**config.mk**
```make
export PLATFORM = sky130hd
export DESIGN_NAME = alu_exec_stage
export DESIGN_NICKNAME = d
export VERILOG_FILES = /design/src/rtl/alu_exec_stage.sv
export SDC_FILE = /design/constraint.sdc
export NUM_CORES = 1
export LEC_CHECK = 0
export CAP_MARGIN = 10
export CORE_MARGIN = 4
export CORE_UTILIZATION = 32
export CTS_BUF_LIST = sky130_fd_sc_hd__clkbuf_4 sky130_fd_sc_hd__clkbuf_8
export DETAILED_ROUTE_END_ITERATION = 7
export PLACE_DENSITY = 0.61
export SYNTH_ARGS = -nofsm -noshare
export SYNTH_HDL_FRONTEND = slang
export SYNTH_SLANG_ARGS = --single-unit
```
**constraint.sdc**
```tcl
create_clock -name clk -period 4.1 [get_ports clk]
set_input_delay 0.615 -clock clk [delete_from_list [all_inputs] [get_ports clk]]
set_output_delay 0.615 -clock clk [all_outputs]
set_load 0.02 [all_outputs]
```
**src/rtl/alu_exec_stage.sv**
```systemverilog
// alu_exec_stage: CPU register file plus execute/write-back sequencer around alu8,
// including the two-pass ADD HL,rr (ADD low byte, ADC high byte).
module alu_exec_stage #(
  parameter logic [15:0] RST_AF = 16'h01B0,
  parameter logic [15:0] RST_BC = 16'h0013,
  parameter logic [15:0] RST_DE = 16'h00D8,
  parameter logic [15:0] RST_HL = 16'h014D
) (
  input  logic        clk,
  input  logic        rst,
  input  logic        start,
  input  logic        is16,
  input  logic [3:0]  op,
  input  logic [2:0]  src_sel,
  input  logic [1:0]  rr_sel,
  input  logic [7:0]  imm8,
  input  logic [15:0] sp_in,
  input  logic [3:0]  flag_mask,
  input  logic        ld_en,
  input  logic [2:0]  ld_sel,
  input  logic [7:0]  ld_data,
  output logic [7:0]  alu_a,
  output logic [7:0]  alu_b,
  output logic [3:0]  alu_opcode,
  output logic        alu_cin,
  input  logic [7:0]  alu_res,
  input  logic [7:0]  alu_flags,
  output logic        busy,
  output logic        done,
  output logic [7:0]  reg_a,
  output logic [7:0]  reg_f,
  output logic [15:0] hl
);
  typedef enum logic [1:0] {IDLE, EXEC8, ADD16_LO, ADD16_HI} state_t;
  localparam logic [3:0] OP_ADD = 4'd0;
  localparam logic [3:0] OP_ADC = 4'd1;
  localparam logic [3:0] OP_CP  = 4'd4;
  localparam logic [2:0] SEL_F  = 3'd6;
  localparam logic [2:0] SEL_IMM = 3'd6;
  // register file indexed by the ld_sel encoding: B,C,D,E,H,L,F,A
  state_t      state_q, state_d;
  logic [7:0]  r_q [8];
  logic [7:0]  r_d [8];
  logic [3:0]  op_q, op_d, mask_q, mask_d;
  logic [2:0]  src_q, src_d;
  logic [7:0]  imm_q, imm_d;
  logic [15:0] rr_q, rr_d;
  logic        cy_q, cy_d, done_q, done_d;
  logic [7:0]  opnd;
  logic [15:0] rr_val;
  logic        unused_flags;
  assign unused_flags = ^alu_flags[3:0];
  assign opnd = src_q == SEL_IMM ? imm_q : r_q[src_q];
  // the 16-bit operand is snapshotted at start so ADD HL,HL sees the pre-write L
  assign rr_val = rr_sel == 2'd0 ? {r_q[0], r_q[1]} :
                  rr_sel == 2'd1 ? {r_q[2], r_q[3]} :
                  rr_sel == 2'd2 ? {r_q[4], r_q[5]} : sp_in;
  assign busy  = state_q != IDLE;
  assign done  = done_q;
  assign reg_a = r_q[7];
  assign reg_f = r_q[6];
  assign hl    = {r_q[4], r_q[5]};
  always_comb begin
    state_d    = state_q;
    r_d        = r_q;
    op_d       = op_q;
    mask_d     = mask_q;
    src_d      = src_q;
    imm_d      = imm_q;
    rr_d       = rr_q;
    cy_d       = cy_q;
    done_d     = 1'b0;
    alu_a      = '0;
    alu_b      = '0;
    alu_opcode = '0;
    alu_cin    = 1'b0;
    case (state_q)
      IDLE: begin
        if (start) begin
          op_d    = op;
          src_d   = src_sel;
          imm_d   = imm8;
          mask_d  = flag_mask;
          rr_d    = rr_val;
          state_d = is16 ? ADD16_LO : EXEC8;
        end else if (ld_en) begin
          r_d[ld_sel] = ld_sel == SEL_F ? {ld_data[7:4], 4'h0} : ld_data;
        end
      end
      EXEC8: begin
        alu_a      = r_q[7];
        alu_b      = opnd;
        alu_opcode = op_q;
        alu_cin    = r_q[6][4];
        r_d[7]     = op_q == OP_CP ? r_q[7] : alu_res;
        r_d[6]     = {(mask_q & alu_flags[7:4]) | (~mask_q & r_q[6][7:4]), 4'h0};
        state_d    = IDLE;
        done_d     = 1'b1;
      end
      ADD16_LO: begin
        alu_a      = r_q[5];
        alu_b      = rr_q[7:0];
        alu_opcode = OP_ADD;
        r_d[5]     = alu_res;
        cy_d       = alu_flags[4];
        state_d    = ADD16_HI;
      end
      default: begin
        alu_a      = r_q[4];
        alu_b      = rr_q[15:8];
        alu_opcode = OP_ADC;
        alu_cin    = cy_q;
        r_d[4]     = alu_res;
        r_d[6]     = {r_q[6][7], 1'b0, alu_flags[5], alu_flags[4], 4'h0};
        state_d    = IDLE;
        done_d     = 1'b1;
      end
    endcase
  end
  always_ff @(posedge clk or posedge rst) begin
    if (rst) begin
      state_q <= IDLE;
      r_q[0]  <= RST_BC[15:8];
      r_q[1]  <= RST_BC[7:0];
      r_q[2]  <= RST_DE[15:8];
      r_q[3]  <= RST_DE[7:0];
      r_q[4]  <= RST_HL[15:8];
      r_q[5]  <= RST_HL[7:0];
      r_q[6]  <= RST_AF[7:0];
      r_q[7]  <= RST_AF[15:8];
      op_q    <= '0;
      mask_q  <= '0;
      src_q   <= '0;
      imm_q   <= '0;
      rr_q    <= '0;
      cy_q    <= 1'b0;
      done_q  <= 1'b0;
    end else begin
      state_q <= state_d;
      r_q     <= r_d;
      op_q    <= op_d;
      mask_q  <= mask_d;
      src_q   <= src_d;
      imm_q   <= imm_d;
      rr_q    <= rr_d;
      cy_q    <= cy_d;
      done_q  <= done_d;
    end
  end
endmodule

```
==> impl_results.md, run 1 <==
- Synth Area per Inst: 11.8 µm²
- Hold Fails Final Rpt: 0
- Req. time, crit path: roughly 3500 ps
- Final worst setup slack: 417 ps
- CTS clk-pin slew, worst paths: 110 ps
- Post-route DRC: 0
- Die Area: approximately 21,000 µm²
- Critical path's largest stage delay: between 900 and 1000 ps
- Post-synth EDFFs: 0
- Syn Inst Count: approximately 500
- Die extent in x: around 140 µm
- Clock Root Buffer: clkbuf_8
- Max Cap Violations: 0
- CTS Buffer Depth: 2
- Routed vias/inst: approximately 5.3
- Fmax: between 0.2 and 0.3 GHz
- Critical path class: register to primary output
- GRT Residual Overflow: 0
- Power density cells: 751 nW/µm²
- Vias in the first global route: 4,614
- Slowest-stage cell, CP: dfrtp_1
- Worst vdd ir: roughly 0.00038 V
- H-tree level count: 3
- Distinct cells, synth: 45
- Final slew viol count: 0
- Cell Rows: between 40 and 50
- Minimum clock period: 3680 ps
- ANT cells: 0
- Core area: ~18,000 µm²
- Clock tree sinks: 103
- Dominant synthesized flop cell: dfrtp_1
- Starting DRC count in detailed routing: between 200 and 250
- YS warnings: 0
- Final period utilization: 0.898
- Final wirelength: 17,100 µm
- Synth area leader: dfrtp_1
- Flip-flop and latch count after synthesis: 103
- Sequential fraction of the synthesis area: 0.442
- Share of layout cells above drive strength 1: 0.257
- I/O pin count: 124
- Synth Cell Area: roughly 5900 µm²
- Transition time of the tightest slew-check pin: between 900 and 1000 ps
- Num CTS Buffers: 9
- Rel. slew slack: 0.354
- Critical Path Sink Type: primary output
- HP Class: register to register
- Final Skew: ~13 ps
- Asr flop ratio synth: 1.00
- Final Setup Violations: 0
- Vias: 4,283
- Critical Path AT: between 3000 and 4000 ps
- Critical Path Start Type: register
- CTS resizes: 0
- DR WL/cell: approximately 21 µm
- Setup TNS: 0 ps
- Setup bufs post-CTS: 0
- Top cells by area, synth: dfrtp_1 37%, mux2_2 14%, mux4_2 9.2%, dfstp_2 7.2%, buf_4 4.6%
- Crit path cell chain: nor2b_1 -> a221oi_1 -> o21ai_0 -> o211ai_1 -> clkdlybuf4s50_1
- Filler cells: 1,748
- Pre-CTS setup slack: 851 ps
- Clock Latency Late Sink: ~400 ps
- CTS tree: yes
- Total global routing track utilization: 0.170
- Synth top area share: 0.371
- Layout area overhead: 23.3%
- Multi-input logic area: about 2800 µm²
- Hold-fix buffers at CTS: 0
- CP top delay family: flip-flops
- Design Power: about 5.4 mW
- RSZ-0062 raised after global routing: no
- Hpwl dp: between 10,000 and 15,000 µm
- Initial antenna violation count: 1
- Starting Density: 0.326
- GP Congestion: about 0.83
- First-pass GRT wire length: ~26,000 µm
- Drt first pass iters: 4
- IO Port Bufs: about 120
- Total Nets Final: between 600 and 700
- FF+latch area: 2600 µm²
- Leakage: a little under 3 nW
- Status: complete, no violations
- Worst Path Buf+Inv: 1
- Largest net degree at the start of global routing: 86
- Post-Syn Nets: 569
- Routed Antenna Nets: 0
- Die Y: ~140 µm
- Crit Path Max Fanout: 17
## sequential cells by signal (all words and copies together), names as in the netlist
register  cells
cy_q          1
done          1
hl           16
imm_q         8
mask_q        4
op_q          4
r_q          32
reg_a         8
reg_f         8
rr_q         16
src_q         3
state_q       2
## area by class of cell
cell class	instances	share of cell area
multi-input combinational	319	0.392
clock inverter	7	0.0109
clock buffer	9	0.0171
tap	229	0.0396
sequential	103	0.359
inverter	6	0.00346
timing repair buffer	129	0.178
## cell families after synthesis
| kind of cell | Yosys count | share of synthesized area |
|---|---|---|
| flip-flops | 103 | 0.442 |
| AND/OR/NAND/NOR | 96 | 0.0850 |
| buffers and inverters | 74 | 0.0746 |
| adder cells (fa/ha/maj) | 4 | 0.00852 |
| multiplexers | 118 | 0.269 |
| AO/OA/AOI/OAI | 101 | 0.120 |
## per-stage QoR
stage	cells	utilization	instance area [µm²]	hold slack, ps
after floorplan	496	-	5870	455
after global placement	786	0.390	7040	477
after detailed placement	786	0.390	7040	482
after CTS	802	0.402	7240	504
after global routing	802	0.402	7240	505
final	802	0.402	7240	501
## layer usage
| layer | global-route usage | wire length [µm] |
|---|---|---|
| met5 | 0 | 6 |
| met4 | 0.0377 | 222 |
| met3 | 0.0499 | 1240 |
| met2 | 0.283 | 8300 |
| met1 | 0.220 | 7370 |
## path summary, 6_finish.rpt
| path | from | end | slack, ps | cells past startpoint |
|---|---|---|---|---|
| worst min register to register | reg_f[5] | reg_f[5] | 500 | 1 |
| worst min-delay path | reg_f[5] | reg_f[5] | 500 | 1 |
| min in group asynchronous | rst | rr_q[8] | 510 | 2 |
| worst max-delay path | src_q[2] | alu_b[6] | 420 | 5 |
| worst max register to register | state_q[1] | reg_a[5] | 1320 | 7 |
| max in group asynchronous | rst | r_q[35] | 2830 | 3 |
## power by group
part	leakage, nW	switching (mW)	internal [mW]	total, mW
Sequential	1.28	0.465	1.52	1.98
Combinational	1.55	1.33	1.44	2.77
Clock	0.0982	0.389	0.290	0.679
Total	2.92	2.19	3.25	5.44
## cell usage after synthesis, types with 8 or more instances
cell      instances
a22o_1           16
a22oi_1          18
and2_1           12
buf_2             8
buf_4            36
clkbuf_1         20
dfrtp_1          87
dfstp_2          16
mux2_2           72
mux2i_1          20
mux4_2           24
nand2_1          54
nand2b_1          8
o21ai_0          36
## placed cells by master, fill, tap and decap left out, types with 5 or more instances in the layout
master and count:
and2_1 12, a22o_1 16, inv_1 5, nor2_1 5, clkbuf_8 9, clkdlybuf4s50_1 119
a221oi_1 6, o21ai_0 36, mux2_2 72, dfstp_2 16, buf_4 8, nand2_1 54
nand2b_1 8, dfrtp_1 87, o211ai_1 6, mux4_2 24, a22oi_1 18, mux2i_1 20
## worst reg2reg max path, stage by stage (launching register included)
cell and delay [ps]:
dfrtp_1 400, inv_1 80, ha_1 190, buf_4 250, and4b_1 610, a22oi_1 150, a21oi_2 560, mux2_2 410
(Power assumes the default switching activity.)
==> inputs of run 2 (changes only) <==
- TNS_END_PERCENT: default -> 1
==> results of run 2 <==
Same layout as run 1: the final DEF is identical, and so are final timing and power.
